[src/rtl/som_ram_pkg.sv]
// Shared types and defaults for the SOM RAM burst controller.
package som_ram_pkg;

  localparam int DEF_ADDR_W = 18;
  localparam int DEF_DATA_W = 24;
  localparam int DEF_LEN_W  = 12;
  localparam int RAM_DEPTH  = 4096;

  typedef enum logic [1:0] {
    IDLE  = 2'd0,
    WRITE = 2'd1,
    READ  = 2'd2,
    DRAIN = 2'd3
  } state_e;

  // A read may be issued only if the word it returns is guaranteed a buffer slot.
  function automatic logic issue_ok(input logic [1:0] count, input logic pending, input logic pop);
    logic [2:0] occ;
    occ = {1'b0, count} + {2'b00, pending} - {2'b00, pop};
    return (occ < 3'd2);
  endfunction

endpackage

[src/rtl/som_rd_fifo2.sv]
// Two-entry read-data buffer; head word is presented straight from a register.
module som_rd_fifo2
  import som_ram_pkg::*;
#(
  parameter int DATA_W = DEF_DATA_W
) (
  input  logic              clk,
  input  logic              rst_n,
  input  logic              push,
  input  logic [DATA_W-1:0] push_data,
  input  logic              pop,
  output logic [DATA_W-1:0] pop_data,
  output logic [1:0]        count
);

  logic [1:0][DATA_W-1:0] mem_q, mem_d;
  logic                   wr_ptr_q, wr_ptr_d;
  logic                   rd_ptr_q, rd_ptr_d;
  logic [1:0]             count_q, count_d;
  logic                   push_ok_s, pop_ok_s;

  // next-state for storage, pointers and occupancy
  always_comb begin
    pop_ok_s  = pop && (count_q != 2'd0);
    push_ok_s = push && ((count_q != 2'd2) || pop_ok_s);
    mem_d     = mem_q;
    wr_ptr_d  = wr_ptr_q;
    rd_ptr_d  = rd_ptr_q;
    count_d   = count_q;
    if (push_ok_s) begin
      mem_d[wr_ptr_q] = push_data;
      wr_ptr_d        = ~wr_ptr_q;
    end else begin
      wr_ptr_d = wr_ptr_q;
    end
    if (pop_ok_s) begin
      rd_ptr_d = ~rd_ptr_q;
    end else begin
      rd_ptr_d = rd_ptr_q;
    end
    case ({push_ok_s, pop_ok_s})
      2'b10:   count_d = count_q + 2'd1;
      2'b01:   count_d = count_q - 2'd1;
      default: count_d = count_q;
    endcase
  end

  // state registers with synchronous active-low reset
  always_ff @(posedge clk) begin
    if (!rst_n) begin
      mem_q    <= '0;
      wr_ptr_q <= 1'b0;
      rd_ptr_q <= 1'b0;
      count_q  <= 2'd0;
    end else begin
      mem_q    <= mem_d;
      wr_ptr_q <= wr_ptr_d;
      rd_ptr_q <= rd_ptr_d;
      count_q  <= count_d;
    end
  end

  assign pop_data = mem_q[rd_ptr_q];
  assign count    = count_q;

endmodule

[src/rtl/som_ram_ctrl.sv]
// Burst read/write initiator for the single-port SOM RAM; every RAM pin is a flop,
// read data returns through a two-entry buffer so reads stream at one word per cycle.
module som_ram_ctrl
  import som_ram_pkg::*;
#(
  parameter int ADDR_W = DEF_ADDR_W,
  parameter int DATA_W = DEF_DATA_W,
  parameter int LEN_W  = DEF_LEN_W
) (
  input  logic              CK,
  input  logic              RST_N,
  input  logic              cmd_valid,
  output logic              cmd_ready,
  input  logic              cmd_write,
  input  logic [ADDR_W-1:0] cmd_addr,
  input  logic [LEN_W-1:0]  cmd_len,
  input  logic              wdata_valid,
  output logic              wdata_ready,
  input  logic [DATA_W-1:0] wdata,
  output logic              rdata_valid,
  input  logic              rdata_ready,
  output logic [DATA_W-1:0] rdata,
  output logic              done,
  output logic [ADDR_W-1:0] A,
  output logic              WE,
  output logic              OE,
  output logic [DATA_W-1:0] D,
  input  logic [DATA_W-1:0] Q
);

  localparam int                REM_W    = LEN_W + 1;
  localparam logic [REM_W-1:0]  REM_ONE  = REM_W'(1);
  localparam logic [ADDR_W-1:0] ADDR_ONE = ADDR_W'(1);

  state_e             state_q, state_d;
  logic [ADDR_W-1:0]  addr_q, addr_d;
  logic [REM_W-1:0]   rem_q, rem_d;
  logic [ADDR_W-1:0]  a_q, a_d;
  logic [DATA_W-1:0]  d_q, d_d;
  logic               pending_q, pending_d;
  logic               we_q, we_d;
  logic               oe_q, oe_d;
  logic               done_q, done_d;
  logic               cmd_ready_q, cmd_ready_d;
  logic               wdata_ready_q, wdata_ready_d;

  logic [1:0]         fifo_count_s;
  logic               rdata_valid_s, pop_s, wr_hs_s, issue_s;

  som_rd_fifo2 #(.DATA_W(DATA_W)) u_rd_fifo (
    .clk       (CK),
    .rst_n     (RST_N),
    .push      (pending_q),
    .push_data (Q),
    .pop       (pop_s),
    .pop_data  (rdata),
    .count     (fifo_count_s)
  );

  assign rdata_valid_s = (fifo_count_s != 2'd0);
  assign pop_s         = rdata_valid_s && rdata_ready;
  assign wr_hs_s       = (state_q == WRITE) && wdata_ready_q && wdata_valid;
  assign issue_s       = (state_q == READ) && issue_ok(fifo_count_s, pending_q, pop_s);

  // burst sequencing and next values of every registered RAM pin
  always_comb begin
    state_d   = state_q;
    addr_d    = addr_q;
    rem_d     = rem_q;
    a_d       = a_q;
    d_d       = d_q;
    pending_d = 1'b0;
    we_d      = 1'b0;
    done_d    = 1'b0;
    case (state_q)
      IDLE: begin
        // we_q still high here means the last write of a burst is committing now
        done_d = we_q;
        if (cmd_valid && cmd_ready_q) begin
          addr_d  = cmd_addr;
          rem_d   = {1'b0, cmd_len} + REM_ONE;
          state_d = cmd_write ? WRITE : READ;
        end else begin
          state_d = IDLE;
        end
      end
      WRITE: begin
        if (wr_hs_s) begin
          a_d    = addr_q;
          d_d    = wdata;
          we_d   = 1'b1;
          addr_d = addr_q + ADDR_ONE;
          rem_d  = rem_q - REM_ONE;
          state_d = (rem_q == REM_ONE) ? IDLE : WRITE;
        end else begin
          state_d = WRITE;
        end
      end
      READ: begin
        if (issue_s) begin
          a_d       = addr_q;
          pending_d = 1'b1;
          addr_d    = addr_q + ADDR_ONE;
          rem_d     = rem_q - REM_ONE;
          state_d   = (rem_q == REM_ONE) ? DRAIN : READ;
        end else begin
          state_d = READ;
        end
      end
      DRAIN: begin
        if (!pending_q && ((fifo_count_s == 2'd0) || ((fifo_count_s == 2'd1) && pop_s))) begin
          state_d = IDLE;
          done_d  = 1'b1;
        end else begin
          state_d = DRAIN;
        end
      end
      default: begin
        state_d = IDLE;
      end
    endcase
    oe_d          = (state_d == READ) || (state_d == DRAIN);
    cmd_ready_d   = (state_d == IDLE);
    wdata_ready_d = (state_d == WRITE) && (rem_d != '0);
  end

  // FSM and output registers, synchronous active-low reset
  always_ff @(posedge CK) begin
    if (!RST_N) begin
      state_q       <= IDLE;
      addr_q        <= '0;
      rem_q         <= '0;
      a_q           <= '0;
      d_q           <= '0;
      pending_q     <= 1'b0;
      we_q          <= 1'b0;
      oe_q          <= 1'b0;
      done_q        <= 1'b0;
      cmd_ready_q   <= 1'b1;
      wdata_ready_q <= 1'b0;
    end else begin
      state_q       <= state_d;
      addr_q        <= addr_d;
      rem_q         <= rem_d;
      a_q           <= a_d;
      d_q           <= d_d;
      pending_q     <= pending_d;
      we_q          <= we_d;
      oe_q          <= oe_d;
      done_q        <= done_d;
      cmd_ready_q   <= cmd_ready_d;
      wdata_ready_q <= wdata_ready_d;
    end
  end

  assign cmd_ready   = cmd_ready_q;
  assign wdata_ready = wdata_ready_q;
  assign rdata_valid = rdata_valid_s;
  assign done        = done_q;
  assign A           = a_q;
  assign WE          = we_q;
  assign OE          = oe_q;
  assign D           = d_q;

endmodule

[config.mk]
export PLATFORM = sky130hd
export DESIGN_NAME = som_ram_ctrl
export DESIGN_NICKNAME = d
export VERILOG_FILES = /design/src/rtl/som_ram_pkg.sv /design/src/rtl/som_rd_fifo2.sv /design/src/rtl/som_ram_ctrl.sv
export SDC_FILE = /design/constraint.sdc
export NUM_CORES = 1
export LEC_CHECK = 0
export BUFFER_PORTS_ARGS = -buffer_cell sky130_fd_sc_hd__buf_2
export CAP_MARGIN = 20
export CORE_MARGIN = 3
export CORE_UTILIZATION = 53
export CTS_CLUSTER_SIZE = 12
export DETAILED_ROUTE_END_ITERATION = 8
export GPL_TIMING_DRIVEN = 0
export PLACE_DENSITY = 0.87
export SYNTH_ARGS = -nofsm -noshare
export SYNTH_HDL_FRONTEND = slang
export SYNTH_SLANG_ARGS = --single-unit
[constraint.sdc]
create_clock -name CK -period 3.85 [get_ports CK]
set_input_delay 0.385 -clock CK [delete_from_list [all_inputs] [get_ports CK]]
set_output_delay 0.385 -clock CK [all_outputs]
set_load 0.005 [all_outputs]
==> results of run 1 <==
-- through the flow --
step | util [%] | std cells | TNS, ns
after floorplan | - | 785 | 0
after global placement | 64.20 | 1080 | -0.02942
after detailed placement | 64.20 | 1080 | -0.03960
after CTS | 69.35 | 1112 | 0
after global routing | 69.52 | 1111 | 0
final | 69.52 | 1111 | 0
-- flip-flops by register name, indices dropped and copies added, names as in the netlist --
| name | flops |
|---|---|
| A | 18 |
| D | 24 |
| OE | 1 |
| WE | 1 |
| addr_q | 18 |
| cmd_ready | 1 |
| done | 1 |
| pending_q | 1 |
| rem_q | 13 |
| state_q | 2 |
| u_rd_fifo.count | 2 |
| u_rd_fifo.mem_q | 48 |
| u_rd_fifo.rd_ptr_q | 1 |
| u_rd_fifo.wr_ptr_q | 1 |
| wdata_ready | 1 |
-- what timing repair did --
action | CTS | global route
hold buffers | 0 | 0
cloned | 0 | 0
gates resized for setup | 1 | 7
setup buffers | 2 | 0
endpoints found under the setup margin | 1 | 13
endpoints found under the hold margin | 0 | 0
pin swaps | 1 | 0
-- Yosys cell counts, types with 5 or more instances --
cell type	count
a22oi_1	5
mux2i_1	13
nand2_1	173
inv_1	23
clkbuf_1	38
nor3_1	18
nand4_1	8
nor2_1	70
buf_1	5
and2_1	14
ha_1	13
xnor2_1	6
a211oi_1	5
o22ai_1	11
xor2_1	7
nand3_1	12
and3_1	8
dfxtp_1	133
a21oi_1	111
mux2_2	24
o21ai_0	29
-- tightest hold or removal path, cell delays in order --
cell and delay, ns:
buf_2 0.09, nand2_1 0.04, a21oi_1 0.05
-- layer usage --
metal	vias to the layer above	GRT usage, %	wire, um
met3	49	5.517	1505
met1	2870	34.19	7264
met4	0	11.64	522
li1	3044	-	-
met2	305	41.93	7770
met5	-	0	0
-- final cells by class --
class	instances	share of cell area [%]
Sequential cell	133	34.59
Buffer	43	2.128
Clock inverter	4	0.9423
Tap cell	140	2.275
Inverter	24	1.170
Clock buffer	26	6.223
Timing Repair Buffer	157	10.27
Multi-Input combinational cell	584	42.40
-- cells by family (layout without fill, tap and decap cells) --
| family | count (synthesis) | after routing | synth area share (%) |
|---|---|---|---|
| simple gates | 326 | 326 | 22.95 |
| compound gates | 193 | 193 | 18.10 |
| flops | 133 | 133 | 43.22 |
| buf+inv | 68 | 254 | 4.163 |
| mux | 37 | 37 | 6.499 |
| fa+ha+maj | 14 | 14 | 2.965 |
| xor+xnor | 14 | 14 | 2.112 |
-- report_power, final --
group          internal, mW  total (mW)  switching, mW
Sequential             1.49        1.60          0.109
Combinational         0.457        1.11          0.653
Clock                 0.979        1.53          0.551
Total                  2.92        4.24           1.31
-- layout by cell type (no fill, tap or decap), types with 3 or more instances in the layout --
cell type and instances:
or2_2 4, o22ai_1 11, nor2b_1 4, xor2_1 7, ha_1 13, nor2_1 70, o21ai_0 29, clkbuf_1 43
and3_1 8, and2_1 14, nand3_1 12, nand2b_1 4, a22oi_1 5, mux2i_1 13, xnor2_1 6, buf_1 5
clkbuf_16 17, nand4_1 8, a21oi_1 111, mux2_2 24, buf_2 156, a41oi_1 3, nor4_1 3, dfxtp_1 132
nand2_1 173, a211oi_1 5, inv_1 23, nor3_1 18
-- final timing paths --
check | slack, ns | from | endpoint
worst max-delay path | 0.23 | u_rd_fifo.count[0]$_SDFFE_PN0P_ | wdata_ready$_SDFF_PN0_
worst min-delay path | 0.21 | wdata[19] | D[19]$_SDFFE_PN0P_
worst max register to register | 0.23 | u_rd_fifo.count[0]$_SDFFE_PN0P_ | wdata_ready$_SDFF_PN0_
worst min register to register | 0.45 | u_rd_fifo.mem_q[3]$_SDFFE_PN0P_ | u_rd_fifo.mem_q[3]$_SDFFE_PN0P_
==> impl_metrics.toml, run 1 <==
[timing]
fin_skew_ns = 0.007767
finalHoldViolCount = 0
min_period_ns = 3.621
rsz0062_at_grt = "no"
fmax_mhz = 276.2
worst_pin_slew_ns = 0.6530
setup_viol = 0
hold_ws_ns = 0.2112
finalCritPeriodShare_pct = 94.06
slew_headroom_pct = 56.38
slew_viol_final = 0
fin_ws_ns = 0.2288

[critical_path]
path_class = "reg2reg"
cp-start-kind = "register"
required_ns = 4.11
crit_path_cell_trace = "inv_1 > ha_1 > nand2b_1 > inv_1 > ha_1 > nand2b_1 > fa_2 > a21boi_1 > or2_4 > o21a_1 > a311o_1 > nor4_1 > a41oi_1"
max_stage_delay_ns = 0.62
path_delay_family = "adder cells"
arrival_ns = 3.88
cp_max_fo = 8
crit_slowest_cell = "fa_2"
cp-end-kind = "register"
worst-path-buf-inv = 2
cp.depth = 13
ff2ff_path_depth = 13

[yosys]
yosys_warnings = 0
synth-seq-cells = 133
ys_types = 57
synth_top_area_share_pct = 43.22
syn_nets = 883
netlist_area_um2 = 6161
yosys-top-cells-area = "dfxtp_1 43%, nand2_1 11%, a21oi_1 9.0%, mux2_2 4.4%, nor2_1 4.3%"
ys_seq_area_share_pct = 43.22
async_flop_share_pct = 0
syn_avg_cell_area_um2 = 7.848
synth_cells = 785
synth_area_leader_cell = "dfxtp_1"
synth_edf_count = 0
ys.flop_type = "dfxtp_1"

[global_routing]
grt_max_degree = 17
grt_pass1_vias = 5852
gr-usage-all-layers_pct = 26.19
grt_pass1_wl_um = 27520
overflow = 0
grt_antenna_before_repair = 0

[clock_network]
cts_sinks = 133
h-tree-depth = 4
cts-root-buf = "clkbuf_16"
clk_path_buf_depth = 2
clock_latency_ns = 0.41
cts_tree = "built"
cts_buffers = 17
clk_pin_slew_worst_paths_ns = 0.05

[routing]
ant_nets = 0
route.detailed.drc = 0
wl_per_cell_um = 15.36
drtIter0Drc = 578
drtPass1Iterations = 5
wl_um = 17060
num_vias = 6268
vias_per_cell = 5.642

[finish]
fillers = 925
drive_above_1_share_pct = 23.07
stdcell_area_um2 = 7701
seqCellArea_um2 = 2664
multi_input_area_um2 = 3266
antenna_cells = 0
nNetsFinal = 1058
syn_to_final_growth_pct = 25.00

[floorplanning]
io_pins = 156
die_area_um2 = 12950
core_area_um2 = 11080
fp.dieH_um = 113.8
rows = 38
start_util_pct = 55.61
dieWidth_um = 113.8

[placement]
dp_hpwl_um = 12020
placed_cell_area_um2 = 7112
gp_congestion = 0.9192
io_buffers = 155
detailedPlace.worstSlack_ns = -0.03960

[power_and_ir_drop]
ir_drop_mv = 0.3663
cellLeakagePower_nw = 3.232
power_density_nw_per_um2 = 550.2
power.total_mw = 4.237

[hold_path]
hold_depth = 3
hold_path_class = "in2reg"

[job]
cap_violations = 0

[run_status]
run_status = "finished, final reports clean"
No activity file was read; power rests on OpenSTA's default activity.
==> run 2, diff against run 1 <==
MAX_ROUTING_LAYER = met4   (was not set)
==> run 2 against run 1 <==
- combinational power about the same
- final area grew 1.5%
- die area did not move
- critical path depth up 1
- fmax decreased by 3.0%
- clock skew grew 0.0030 ns
- core utilization is 1.0 points higher
- worst setup slack worse by 0.11 ns
- largest cell class unchanged
- highest routed layer unchanged
==> impl_metrics.toml, run 2 (synthesis gave the netlist of run 1 again) <==
[run_status]
run_status = "finished, final reports clean"

[clock_network]
hold_buffers = 0
clk_pin_slew_worst_paths_ns = 0.06
cts_tree = "built"
cts_buffers = 17
cts-root-buf = "clkbuf_16"
clock_latency_ns = 0.43
h-tree-depth = 4
cts_sinks = 133
clk_path_buf_depth = 2

[routing]
ant_nets = 0
vias_per_cell = 5.588
wl_um = 17190
route.detailed.drc = 0
drtPass1Iterations = 5
num_vias = 6225
wl_per_cell_um = 15.43
drtIter0Drc = 728

[finish]
drive_above_1_share_pct = 23.61
top_register = "u_rd_fifo.mem_q"
antenna_cells = 0
syn_to_final_growth_pct = 26.83
nNetsFinal = 1059
instances_no_fill = 1114
final_cell_mix = "173 x nand2_1, 156 x buf_2, 132 x dfxtp_1"
mostFrequentLayoutCell = "nand2_1"
largest_reg_flops = 48

[placement]
detailedPlace.worstSlack_ns = -0.1321
dp.cells = 1080
io_buffers = 155
gp_congestion = 0.9240
dp_hpwl_um = 12080

[critical_path]
cp_max_fo = 8
arrival_ns = 4.01
cp-end-kind = "register"
rr_endpoint = "wdata_ready$_SDFF_PN0_"
ff2ff_path_depth = 14
worstReg2RegStart = "u_rd_fifo.count[1]$_SDFFE_PN0P_"
required_ns = 4.12
path_class = "reg2reg"
r2r_slack_ns = 0.12
cp-start-kind = "register"

[timing]
fin_skew_ns = 0.01072
slew_headroom_pct = 57.78
fmax_mhz = 267.9
finalCritPeriodShare_pct = 96.97
fin_setup_tns_ns = 0
slew_viol_final = 0
fin_ws_ns = 0.1167
worst_pin_slew_ns = 0.6310
finalHoldViolCount = 0
min_period_ns = 3.733
setup_viol = 0

[global_routing]
grt_max_degree = 17
gr-usage-all-layers_pct = 26.98
grt_pass1_vias = 5844
overflow = 0
grt_antenna_before_repair = 0
grt_pass1_wl_um = 27490

[hold_path]
hold_depth = 3
min_from = "wdata[21]"
hold_path_class = "in2reg"
min_to = "D[21]$_SDFFE_PN0P_"

[floorplanning]
die_area_um2 = 12950
start_util_pct = 55.61
rows = 38
dieWidth_um = 113.8
io_pins = 156
core_area_um2 = 11080
fp.dieH_um = 113.8

[power_and_ir_drop]
cellLeakagePower_nw = 3.284
power.total_mw = 4.522
ir_drop_mv = 0.3975
power_density_nw_per_um2 = 578.8

[job]
cap_violations = 0
## run 2: final cells by class
cell class	instances	area, um2
fillers	892	3264
well taps	140	175.2
multi-input cells	584	3261
plain buffers	44	166.4
clock inverters	10	192.7
inverters	24	90.09
flip-flops and latches	133	2664
repair buffers	157	790.8
clock buffers	22	474.2
## run 2: report_power, final
part	internal (mW)	switching, mW	total [mW]	leakage [nW]
registers	1.49	0.109	1.60	1.08
logic	0.455	0.652	1.11	1.88
clock network	1.21	0.614	1.82	0.321
total	3.15	1.37	4.52	3.28
## run 2: per-stage QoR
stage / hold WS (ns) / util [%] / cell area, um2
after floorplan: 0.4329 / - / 6161
after global placement: 0.4392 / 64.20 / 7112
after detailed placement: 0.4446 / 64.20 / 7112
after CTS: 0.1968 / 70.45 / 7805
after global routing: 0.2052 / 70.53 / 7814
final: 0.1997 / 70.53 / 7814
## run 2: layer usage
metal  GRT usage, %  wire length, um  vias up
met5              -                0        -
met1          34.74             7373     2829
met4          10.93              384        0
li1               -                -     3045
met2          41.66             7874      311
met3          5.570             1559       40
## run 2: worst max-delay path by stage
stage | to | slack (ns) | startpoint
CTS | wdata_ready$_SDFF_PN0_ | 0.09 | u_rd_fifo.count[1]$_SDFFE_PN0P_
global route | wdata_ready$_SDFF_PN0_ | -0.01 | u_rd_fifo.count[0]$_SDFFE_PN0P_
detailed placement | wdata_ready$_SDFF_PN0_ | -0.13 | u_rd_fifo.count[1]$_SDFFE_PN0P_
floorplan | wdata_ready$_SDFF_PN0_ | 0.43 | u_rd_fifo.count[1]$_SDFFE_PN0P_
finish | wdata_ready$_SDFF_PN0_ | 0.12 | u_rd_fifo.count[1]$_SDFFE_PN0P_
global placement | wdata_ready$_SDFF_PN0_ | -0.09 | u_rd_fifo.count[1]$_SDFFE_PN0P_
## run 2: repair_timing
| item | 4_1_cts | 5_1_grt |
|---|---|---|
| setup endpoints to repair | 1 | 2 |
| pin swaps | 1 | 0 |
| endpoints found under the hold margin | 0 | 0 |
| gates cloned | 0 | 0 |
| resized for setup | 3 | 2 |
| setup buffers | 2 | 0 |
## run 2: critical path, stage by stage (launching register included)
cell      delay [ns]
dfxtp_2         0.39
inv_1           0.09
ha_1            0.21
nand2b_1        0.20
inv_1           0.10
ha_1            0.22
nand2b_1        0.16
fa_2            0.62
a21boi_1        0.10
or2_1           0.23
clkbuf_1        0.21
o21a_1          0.23
a311o_1         0.33
nor4_2          0.32
a41oi_1         0.16
==> run 3, diff against run 2 <==
CORE_MARGIN = 2   (was 3)
CTS_BUF_LIST = sky130_fd_sc_hd__clkbuf_4 sky130_fd_sc_hd__clkbuf_8 sky130_fd_sc_hd__clkbuf_16   (was not set)
==> run 3 against run 2 <==
- core utilization down 2.1 points
- die area down 3.5%
- sequential share of layout area increased by 0.15 points
- largest cell class unchanged
- wire length fell by 2.7%
- final area down 0.45%
- count of clock-buffer cells in the layout is 2 lower
- power down 2.4%
- register-to-register slack improved by 0.09 ns
- non-clock buffer count shrank 2
==> impl_metrics.toml, run 3 (synthesis gave the netlist of run 1 again) <==
[job]
cap_violations = 0

[finish]
syn_to_final_growth_pct = 26.26
stdcell_area_um2 = 7779
largest_reg_flops = 48
fillers = 946
mostFrequentLayoutCell = "nand2_1"
multi_input_area_um2 = 3261
seqCellArea_um2 = 2664
top_register = "u_rd_fifo.mem_q"
drive_above_1_share_pct = 23.69
nNetsFinal = 1057
final_cell_mix = "173 x nand2_1, 156 x buf_2, 132 x dfxtp_1"
antenna_cells = 0

[routing]
drtIter0Drc = 537
vias_per_cell = 5.559
wl_per_cell_um = 15.01
ant_nets = 0
route.detailed.drc = 0
drtPass1Iterations = 5
wl_um = 16720
num_vias = 6193

[timing]
slew_viol_final = 0
fmax_mhz = 274.2
fin_skew_ns = 0.009882
rsz0062_at_grt = "no"
slew_headroom_pct = 56.56
finalHoldViolCount = 0
fin_ws_ns = 0.2035
worst_pin_slew_ns = 0.6501
finalCritPeriodShare_pct = 94.72
setup_viol = 0
min_period_ns = 3.647

[floorplanning]
die_area_um2 = 12500
rows = 39
io_pins = 156
start_util_pct = 54.19
dieWidth_um = 111.8
fp.dieH_um = 111.8
core_area_um2 = 11370

[placement]
placed_cell_area_um2 = 7116
dp_hpwl_um = 11870
detailedPlace.worstSlack_ns = -0.09384
gp_congestion = 0.9347
io_buffers = 155

[clock_network]
clk_path_buf_depth = 2
clk_pin_slew_worst_paths_ns = 0.06
cts_sinks = 133
h-tree-depth = 4
cts_tree = "built"
cts-root-buf = "clkbuf_16"
hold_buffers = 0
clock_latency_ns = 0.42
cts_buffers = 17

[critical_path]
cp-start-kind = "register"
arrival_ns = 3.93
cp_max_fo = 8
required_ns = 4.13
path_class = "reg2reg"
cp-end-kind = "register"

[global_routing]
grt_pass1_wl_um = 27290
overflow = 0
gr-usage-all-layers_pct = 27.63
grt_pass1_vias = 5904
grt_max_degree = 17
grt_antenna_before_repair = 0

[run_status]
run_status = "finished, final reports clean"

[power_and_ir_drop]
power.total_mw = 4.414
cellLeakagePower_nw = 3.258
ir_drop_mv = 0.3506
power_density_nw_per_um2 = 567.5

[hold_path]
hold_path_class = "in2reg"
[run 3: cell types whose count changed in the layout (fill, tap and decap cells not counted)]
cell | before | now
clkinv_2 | 0 | 1
bufinv_16 | 5 | 4
buf_4 | 2 | 1
clkbuf_1 | 40 | 37
clkinv_4 | 3 | 1
clkinvlp_4 | 1 | 4
[run 3: final timing paths]
| check | from | slack (ns) | endpoint | cells past startpoint |
|---|---|---|---|---|
| setup / recovery | u_rd_fifo.count[0]$_SDFFE_PN0P_ | 0.20 | wdata_ready$_SDFF_PN0_ | 13 |
| hold / removal | wdata[17] | 0.20 | D[17]$_SDFFE_PN0P_ | 3 |
| setup reg to reg | u_rd_fifo.count[0]$_SDFFE_PN0P_ | 0.20 | wdata_ready$_SDFF_PN0_ | 13 |
| hold reg to reg | D[15]$_SDFFE_PN0P_ | 0.45 | D[15]$_SDFFE_PN0P_ | 2 |
[run 3: worst max-delay path: stages (launching register included)]
cell      delay, ns
dfxtp_1        0.38
inv_1          0.10
ha_1           0.23
nand2b_1       0.20
inv_1          0.11
ha_1           0.23
nand2b_1       0.16
fa_2           0.61
a21boi_1       0.10
or2_1          0.35
o21a_1         0.23
a311o_1        0.36
nor4_2         0.32
a41oi_1        0.14
[run 3: metal layers]
metal	wire length, um	track usage [%]	share of wire [%]
met1	7052	32.72	42
met2	8198	46.38	49
met5	0	-	0
met3	1100	4.954	6.6
met4	368	11.52	2.2
[run 3: metrics by stage]
step | std cells | setup TNS [ns] | hold slack, ns | utilization, %
floorplan | 785 | 0 | 0.4329 | -
global placement | 1083 | 0 | 0.4388 | 62.58
detailed placement | 1083 | -0.09384 | 0.4436 | 62.58
CTS | 1115 | 0 | 0.1918 | 68.37
global route | 1114 | 0 | 0.2089 | 68.42
finish | 1114 | 0 | 0.2029 | 68.42
[run 3: timing repair]
item | 4_1_cts | 5_1_grt
gates resized for setup | 3 | 2
setup endpoints to repair | 1 | 2
gates cloned | 0 | 0
hold endpoints to repair | 0 | 0
buffers inserted | 1 | 0
pin swaps | 1 | 0
[run 3: area by class of cell]
type / count / area share (%)
well taps: 143 / 2.300
clock buffers: 20 / 6.000
multi-input cells: 584 / 41.92
inverters: 24 / 1.158
clock inverters: 11 / 2.220
flip-flops and latches: 133 / 34.24
plain buffers: 43 / 2.091
repair buffers: 156 / 10.07
[run 3: where the power goes]
group	switching [mW]	internal, mW	total [mW]
combinational	0.629	0.440	1.07
clock	0.612	1.13	1.74
sequential	0.114	1.49	1.60
total	1.35	3.06	4.41
